`config.mk`:
```
export PLATFORM = sky130hd
export DESIGN_NAME = uart_alu_ctrl
export DESIGN_NICKNAME = d
export VERILOG_FILES = /design/src/rtl/uart_alu_ctrl.sv
export SDC_FILE = /design/constraint.sdc
export NUM_CORES = 1
export LEC_CHECK = 0
export ABC_CLOCK_PERIOD_IN_PS = 4800
export BUFFER_PORTS_ARGS = -buffer_cell sky130_fd_sc_hd__buf_2
export CAP_MARGIN = 20
export CORE_MARGIN = 8
export CORE_UTILIZATION = 41
export CTS_CLUSTER_SIZE = 16
export DETAILED_ROUTE_END_ITERATION = 16
export GPL_TIMING_DRIVEN = 0
export PLACE_DENSITY = 0.75
export SYNTH_ARGS = -nofsm -noshare
export SYNTH_HDL_FRONTEND = slang
export SYNTH_SLANG_ARGS = --single-unit
export TNS_END_PERCENT = 10
```
`constraint.sdc`:
```
create_clock -name clk_i -period 4.8 [get_ports clk_i]
set_input_delay 0 -clock clk_i [delete_from_list [all_inputs] [get_ports clk_i]]
set_output_delay 0 -clock clk_i [all_outputs]
set_load 0.01 [all_outputs]
```
`src/rtl/uart_alu_ctrl.sv`:
```
// uart_alu_ctrl
//   Packet sequencer between the UART byte streams and the shared ALU units.
//   Parses framed packets (opcode, reserved, len_lo, len_hi, payload; len counts
//   the 4 header bytes), gathers little-endian 32-bit operands, sums ADD locally,
//   hands MUL/DIV steps to the external multiplier/divider over valid/ready and
//   serialises the result LSB first on the TX stream. ECHO payload is looped back.
//
// Ports
//   clk_i, rst_i                      clock, async active-high reset
//   rx_data_i/rx_valid_i/rx_ready_o   incoming byte stream
//   tx_data_o/tx_valid_o/tx_ready_i   outgoing byte stream
//   mul_a_o/mul_b_o/mul_valid_o/mul_ready_i, mul_res_i/mul_res_v_i
//                                     multiplier request and result
//   div_a_o/div_b_o/div_valid_o/div_ready_i, div_quot_i/div_rem_i/div_res_v_i
//                                     divider request and result
//   busy_o                            low only while waiting for an opcode
//   err_o                             1-cycle pulse after a malformed packet is drained
//
// state     | meaning
// ----------+------------------------------------------------------------
// S_OPC     | idle, waiting for opcode byte
// S_RSVD    | waiting for reserved header byte
// S_LEN_LO  | waiting for low length byte
// S_LEN_HI  | waiting for high length byte, header checked here
// S_PAYLOAD | collecting operand bytes, or looping ECHO bytes to tx
// S_ISSUE   | presenting acc/op to multiplier or divider
// S_WAIT    | waiting for the unit's result pulse
// S_SEND    | transmitting the result bytes
// S_DRAIN   | discarding payload of a malformed packet, then err_o
module uart_alu_ctrl #(
  parameter logic [7:0]  OPC_ECHO = 8'hEC,
  parameter logic [7:0]  OPC_ADD  = 8'hAD,
  parameter logic [7:0]  OPC_MUL  = 8'h88,
  parameter logic [7:0]  OPC_DIV  = 8'hD1,
  parameter logic [15:0] MAX_LEN  = 16'd1024
) (
  input  logic        clk_i,
  input  logic        rst_i,
  input  logic [7:0]  rx_data_i,
  input  logic        rx_valid_i,
  output logic        rx_ready_o,
  output logic [7:0]  tx_data_o,
  output logic        tx_valid_o,
  input  logic        tx_ready_i,
  output logic [31:0] mul_a_o,
  output logic [31:0] mul_b_o,
  output logic        mul_valid_o,
  input  logic        mul_ready_i,
  input  logic [31:0] mul_res_i,
  input  logic        mul_res_v_i,
  output logic [31:0] div_a_o,
  output logic [31:0] div_b_o,
  output logic        div_valid_o,
  input  logic        div_ready_i,
  input  logic [31:0] div_quot_i,
  input  logic [31:0] div_rem_i,
  input  logic        div_res_v_i,
  output logic        busy_o,
  output logic        err_o
);

  typedef enum logic [3:0] {
    S_OPC, S_RSVD, S_LEN_LO, S_LEN_HI, S_PAYLOAD, S_ISSUE, S_WAIT, S_SEND, S_DRAIN
  } state_t;

  state_t state, state_nxt;

  logic [7:0]  opc_q;
  logic [7:0]  len_lo_q;
  logic [15:0] cnt_q;        // payload bytes still to be received
  logic [1:0]  byte_idx_q;   // byte position inside the current operand
  logic        first_q;      // next completed operand is the first one
  logic [31:0] op_q;
  logic [31:0] acc_q;
  logic [31:0] rem_q;
  logic [7:0]  echo_data_q;
  logic        echo_valid_q;
  logic [2:0]  send_idx_q;

  logic        is_echo, is_add, is_mul, is_div;
  logic [15:0] len_full;
  logic [31:0] op_full;
  logic [63:0] result;
  logic        hdr_ok;
  logic        last_send;
  logic        tx_fire;

  assign is_echo  = (opc_q == OPC_ECHO);
  assign is_add   = (opc_q == OPC_ADD);
  assign is_mul   = (opc_q == OPC_MUL);
  assign is_div   = (opc_q == OPC_DIV);
  assign len_full = {rx_data_i, len_lo_q};
  // the 4th operand byte completes the word straight from the rx bus
  assign op_full  = {rx_data_i, op_q[23:0]};
  assign result   = {rem_q, acc_q};
  assign last_send = (send_idx_q == (is_div ? 3'd7 : 3'd3));

  always_comb begin
    hdr_ok = 1'b0;
    if (len_full >= 16'd4 && len_full <= MAX_LEN) begin
      if (is_echo)
        hdr_ok = 1'b1;
      else if (is_add || is_mul)
        hdr_ok = (len_full >= 16'd12) && (len_full[1:0] == 2'b00);
      else if (is_div)
        hdr_ok = (len_full == 16'd12);
    end
  end

  assign tx_valid_o = (state == S_SEND) || echo_valid_q;
  assign tx_fire    = tx_valid_o && tx_ready_i;
  assign busy_o     = (state != S_OPC);

  always_comb begin
    tx_data_o = 8'h00;
    if (state == S_SEND)
      tx_data_o = result[{send_idx_q, 3'b000} +: 8];
    else if (echo_valid_q)
      tx_data_o = echo_data_q;
  end

  // operand buses are only driven while a request is outstanding
  assign mul_a_o = (state == S_ISSUE && is_mul) ? acc_q : 32'h0;
  assign mul_b_o = (state == S_ISSUE && is_mul) ? op_q  : 32'h0;
  assign div_a_o = (state == S_ISSUE && is_div) ? acc_q : 32'h0;
  assign div_b_o = (state == S_ISSUE && is_div) ? op_q  : 32'h0;

  always_ff @(posedge clk_i or posedge rst_i) begin
    if (rst_i)
      state <= S_OPC;
    else
      state <= state_nxt;
  end

  always_comb begin
    state_nxt   = state;
    rx_ready_o  = 1'b0;
    mul_valid_o = 1'b0;
    div_valid_o = 1'b0;
    err_o       = 1'b0;
    case (state)
      S_OPC: begin
        rx_ready_o = 1'b1;
        if (rx_valid_i) state_nxt = S_RSVD;
      end
      S_RSVD: begin
        rx_ready_o = 1'b1;
        if (rx_valid_i) state_nxt = S_LEN_LO;
      end
      S_LEN_LO: begin
        rx_ready_o = 1'b1;
        if (rx_valid_i) state_nxt = S_LEN_HI;
      end
      S_LEN_HI: begin
        rx_ready_o = 1'b1;
        if (rx_valid_i) begin
          if (!hdr_ok)
            state_nxt = S_DRAIN;
          else if (len_full == 16'd4)
            state_nxt = S_OPC;   // only an empty ECHO can get here
          else
            state_nxt = S_PAYLOAD;
        end
      end
      S_PAYLOAD: begin
        if (is_echo) begin
          rx_ready_o = !echo_valid_q;
          if (tx_fire && cnt_q == 16'd0) state_nxt = S_OPC;
        end else begin
          rx_ready_o = 1'b1;
          if (rx_valid_i && byte_idx_q == 2'd3) begin
            if (!first_q && !is_add)
              state_nxt = S_ISSUE;
            else if (cnt_q == 16'd1)
              state_nxt = S_SEND;
          end
        end
      end
      S_ISSUE: begin
        mul_valid_o = is_mul;
        div_valid_o = is_div;
        if ((is_mul && mul_ready_i) || (is_div && div_ready_i)) state_nxt = S_WAIT;
      end
      S_WAIT: begin
        if (is_mul && mul_res_v_i)
          state_nxt = (cnt_q == 16'd0) ? S_SEND : S_PAYLOAD;
        else if (is_div && div_res_v_i)
          state_nxt = S_SEND;
      end
      S_SEND: begin
        if (tx_ready_i && last_send) state_nxt = S_OPC;
      end
      S_DRAIN: begin
        if (cnt_q == 16'd0) begin
          err_o     = 1'b1;
          state_nxt = S_OPC;
        end else begin
          rx_ready_o = 1'b1;
        end
      end
      default: state_nxt = S_OPC;
    endcase
  end

  always_ff @(posedge clk_i or posedge rst_i) begin
    if (rst_i) begin
      opc_q        <= 8'h00;
      len_lo_q     <= 8'h00;
      cnt_q        <= 16'h0000;
      byte_idx_q   <= 2'd0;
      first_q      <= 1'b0;
      op_q         <= 32'h0;
      acc_q        <= 32'h0;
      rem_q        <= 32'h0;
      echo_data_q  <= 8'h00;
      echo_valid_q <= 1'b0;
      send_idx_q   <= 3'd0;
    end else begin
      case (state)
        S_OPC: begin
          if (rx_valid_i) opc_q <= rx_data_i;
        end
        S_LEN_LO: begin
          if (rx_valid_i) len_lo_q <= rx_data_i;
        end
        S_LEN_HI: begin
          if (rx_valid_i) begin
            // short headers drain nothing and report straight away
            cnt_q      <= (len_full >= 16'd4) ? (len_full - 16'd4) : 16'd0;
            byte_idx_q <= 2'd0;
            first_q    <= 1'b1;
            op_q       <= 32'h0;
            acc_q      <= 32'h0;
            rem_q      <= 32'h0;
            send_idx_q <= 3'd0;
          end
        end
        S_PAYLOAD: begin
          if (is_echo) begin
            if (rx_valid_i && !echo_valid_q) begin
              echo_data_q  <= rx_data_i;
              echo_valid_q <= 1'b1;
              cnt_q        <= cnt_q - 16'd1;
            end else if (tx_fire) begin
              echo_valid_q <= 1'b0;
            end
          end else if (rx_valid_i) begin
            cnt_q      <= cnt_q - 16'd1;
            byte_idx_q <= byte_idx_q + 2'd1;
            if (byte_idx_q != 2'd3) begin
              op_q[{byte_idx_q, 3'b000} +: 8] <= rx_data_i;
            end else begin
              op_q    <= op_full;
              first_q <= 1'b0;
              if (first_q)
                acc_q <= op_full;
              else if (is_add)
                acc_q <= acc_q + op_full;
            end
          end
        end
        S_WAIT: begin
          if (is_mul && mul_res_v_i) begin
            acc_q <= mul_res_i;
          end else if (is_div && div_res_v_i) begin
            acc_q <= div_quot_i;
            rem_q <= div_rem_i;
          end
        end
        S_SEND: begin
          if (tx_ready_i) send_idx_q <= last_send ? 3'd0 : send_idx_q + 3'd1;
        end
        S_DRAIN: begin
          if (rx_valid_i && cnt_q != 16'd0) cnt_q <= cnt_q - 16'd1;
        end
        default: ;
      endcase
    end
  end

endmodule

```
==> flow_metrics.env <==
export IMPL_grt_pass1_vias=11110
export IMPL_ir_drop_v=0.0002801
export IMPL_power_leakage_nw=6.283
export IMPL_r2r_end="acc_q[18]"
export IMPL_port_buffers=253
export IMPL_gr_usage_all_layers=0.2575
export IMPL_post_route_period_util=0.7973
export IMPL_ys_warn_count=0
export IMPL_power_mw=4.070
export IMPL_drive_above_1_share=0.2079
export IMPL_period_minus_slack_ps=3827
export IMPL_instances_no_fill=2006
export IMPL_slowest_delay_ps=740
export IMPL_vias=11620
export IMPL_gp_congestion=0.9648
export IMPL_crit_type="register to register"
export IMPL_synthTopCellsByArea="dfrtp_1, nand2_1, o21ai_0, and2_1, a21oi_1"
export IMPL_yosysSeqAreaShare=0.3459
export IMPL_r2r_start="acc_q[0]"
export IMPL_slew_violations=0
export IMPL_cts_buffers=17
export IMPL_dr_pass1_iters=6
export IMPL_cts_resized=0
export IMPL_synth_ff_latch_count=147
export IMPL_crit_chain="ha_1 -> inv_1 -> fa_1 -> nand2b_1 -> a21oi_1 -> o21ai_0 -> o32ai_1 -> a21boi_0 -> o21ai_0 -> xor2_1 -> a221oi_1 -> o21ai_0"
export IMPL_crit_start="acc_q[0]"
export IMPL_pin_count=254
export IMPL_cp_arrival_ps=4130
export IMPL_dieHeight_um=177.1
export IMPL_drt_iter0_markers=1116
export IMPL_slowest_stage="o32ai_1"
export IMPL_crit_end="acc_q[18]"
export IMPL_hold_violations=0
export IMPL_cp_data_required_time_ps=5100
export IMPL_cts_tree="done"
export IMPL_design_core_area_um2=25760
export IMPL_start_util=0.4128
export IMPL_nets=1811
export IMPL_drt_vias_per_instance=5.794
export IMPL_async_flop_share=1.000
export IMPL_clkSlewWorstSetupHoldPaths_ps=70
export IMPL_wl_per_cell_um=20.70
export IMPL_synthTopCellsByCount="nand2_1, o21ai_0, dfrtp_1, and2_1, a21oi_1"
export IMPL_drcViolationCount=0
export IMPL_grt_pass1_wl_um=63110
export IMPL_rsz0062_at_grt="no"
export IMPL_slew_headroom=0.2145
export IMPL_clockBufferDepth=2
export IMPL_crit_path_start_kind="register"
export IMPL_maxCapViolCount=0
export IMPL_synth_area_um2=10630
export IMPL_ant_nets=0
export IMPL_post_synth_top_area_cell="dfrtp_1"
export IMPL_post_synth_top_count_cell="nand2_1"
export IMPL_status="completed"
export IMPL_dieWidth_um=177.1
export IMPL_synth_net_count=1489
export IMPL_syn_avg_cell_area_um2=7.971
export IMPL_end_kind="register"
export IMPL_yosysUniqueCellTypes=69
export IMPL_fmax_mhz=261.3
export IMPL_synth_top_area_share=0.3459
export IMPL_synthCells=1334
export IMPL_p_per_area_nw_per_um2=302.2
export IMPL_tightestPinTransition_ps=1174
export IMPL_root_buffer="clkbuf_16"
export IMPL_worst_hold_path_type="primary input to register"
export IMPL_antenna_found_initial=3
export IMPL_grt_overflow_total=0
export IMPL_path_common_cell="o21ai_0"
export IMPL_cp_max_fo=5
export IMPL_hpwl_um=31250
export IMPL_reg2reg_slack_ps=970
export IMPL_die_area_um2=31350
export IMPL_dp_cells=1924
export IMPL_reg2reg_depth=12
export IMPL_synthFlopType="dfrtp_1"
export IMPL_rows=59
export IMPL_min_delay_start="mul_res_i[7]"
export IMPL_routed_wl_um=41530
export IMPL_area_growth_pct=26.64
export IMPL_clock_sinks=147
export IMPL_clock_skew_ps=15.21
export IMPL_synth_edff_count=0
export IMPL_h_tree_depth=4
export IMPL_setup_viol=0
export IMPL_clk_insertion_delay_late_ps=440
export IMPL_grt_max_degree=97
## final cells by class
type | instances | area, µm²
fill | 2393 | 12300
multi-input combinational | 1081 | 6545
sequential | 147 | 3679
timing repair buffer | 303 | 1785
clock buffer | 17 | 425.4
tap | 335 | 419.2
buffer | 84 | 332.8
clock inverter | 15 | 187.7
inverter | 22 | 87.58
antenna | 2 | 5.005
## worst max-delay path: cells and delay by family, from the launching register on
kind            cells  cell delay [ps]
simple gates        1              180
flops               1              510
compound gates      7             2170
fa+ha+maj           2              670
xor+xnor            1              100
buf+inv             1               70
## how the worst min path moves through the flow
| stage | to | cells past startpoint | slack, ps |
|---|---|---|---|
| finish | acc_q[7] | 5 | 20 |
| global route | acc_q[7] | 5 | 30 |
| CTS | acc_q[7] | 5 | 5 |
| detailed placement | op_q[30] | 2 | 90 |
| global placement | rem_q[10] | 3 | 250 |
| floorplan | rem_q[0] | 2 | 140 |
## metrics by stage
| stage | setup WS [ps] | hold slack [ps] | util | cell area [µm²] | setup TNS (ps) |
|---|---|---|---|---|---|
| after floorplan | 848.7 | 136.0 | - | 10630 | 0 |
| after global placement | -962.4 | 251.4 | 0.4782 | 12320 | -138480 |
| after detailed placement | 1143 | 89.34 | 0.4801 | 12370 | 0 |
| after CTS | 1087 | 4.685 | 0.5225 | 13460 | 0 |
| after global routing | 803.6 | 27.91 | 0.5227 | 13470 | 0 |
| final | 973.0 | 15.72 | 0.5227 | 13470 | 0 |
## kinds of logic (layout without fill, tap and decap cells)
logic type	count (synthesis)	in the layout	share of synthesized area
AOI/OAI and AO/OA	362	362	0.1956
xor gates and xnor gates	34	34	0.02800
adders and majority gates	43	43	0.05130
buffers and inverters	106	441	0.03906
DFF	147	147	0.3459
muxes	54	54	0.07272
other	0	2	0
and+or+nand+nor	588	588	0.2674
## registers in the layout, indices dropped and copies added, names as in the netlist
| name | cells |
|---|---|
| first_q | 1 |
| opc_q | 8 |
| acc_q | 32 |
| op_q | 32 |
| echo_data_q | 8 |
| rem_q | 32 |
| byte_idx_q | 2 |
| send_idx_q | 3 |
| len_lo_q | 8 |
| state | 4 |
| cnt_q | 16 |
| echo_valid_q | 1 |
## layout by cell type (no fill, tap or decap), types with 6 or more instances in the layout
cell type,netlist,routed
o21ai_0,166,166
dfrtp_1,147,147
clkbuf_16,0,17
a31oi_1,9,9
nor3_1,23,22
and3_1,11,11
a22o_1,9,9
buf_2,2,255
nor2b_1,12,12
o211ai_1,7,7
mux2i_1,12,12
a221oi_1,13,13
ha_1,42,42
inv_8,0,6
xor2_1,20,20
a21o_1,7,7
and2_1,124,124
nor4_1,13,13
inv_1,22,21
a21oi_1,105,105
xnor2_1,14,14
a211oi_1,6,6
a32oi_1,6,6
nand3_1,27,27
nand2_1,262,262
mux2_2,26,26
mux4_2,16,16
clkbuf_1,75,75
dlygate4sd3_1,0,48
nor2_1,71,71
## what timing repair did
action	in CTS	in global routing
hold endpoints to repair	95	0
hold buffers	48	0
setup buffers	0	0
## per-layer routing
layer / up-vias / global-route usage / share of wire
met3: 118 / 0.04715 / 0.093
li1: 5332 / - / -
met1: 5524 / 0.3274 / 0.40
met2: 646 / 0.4249 / 0.47
met4: 2 / 0.1051 / 0.037
met5: - / 0 / 0.00029
## power breakdown
| group | switching, mW | total (mW) | internal (mW) |
|---|---|---|---|
| sequential | 0.154 | 1.56 | 1.40 |
| combinational | 0.696 | 1.11 | 0.418 |
| clock | 0.648 | 1.40 | 0.752 |
| total | 1.50 | 4.07 | 2.57 |
Note: power is estimated with default switching activity, not from simulation.
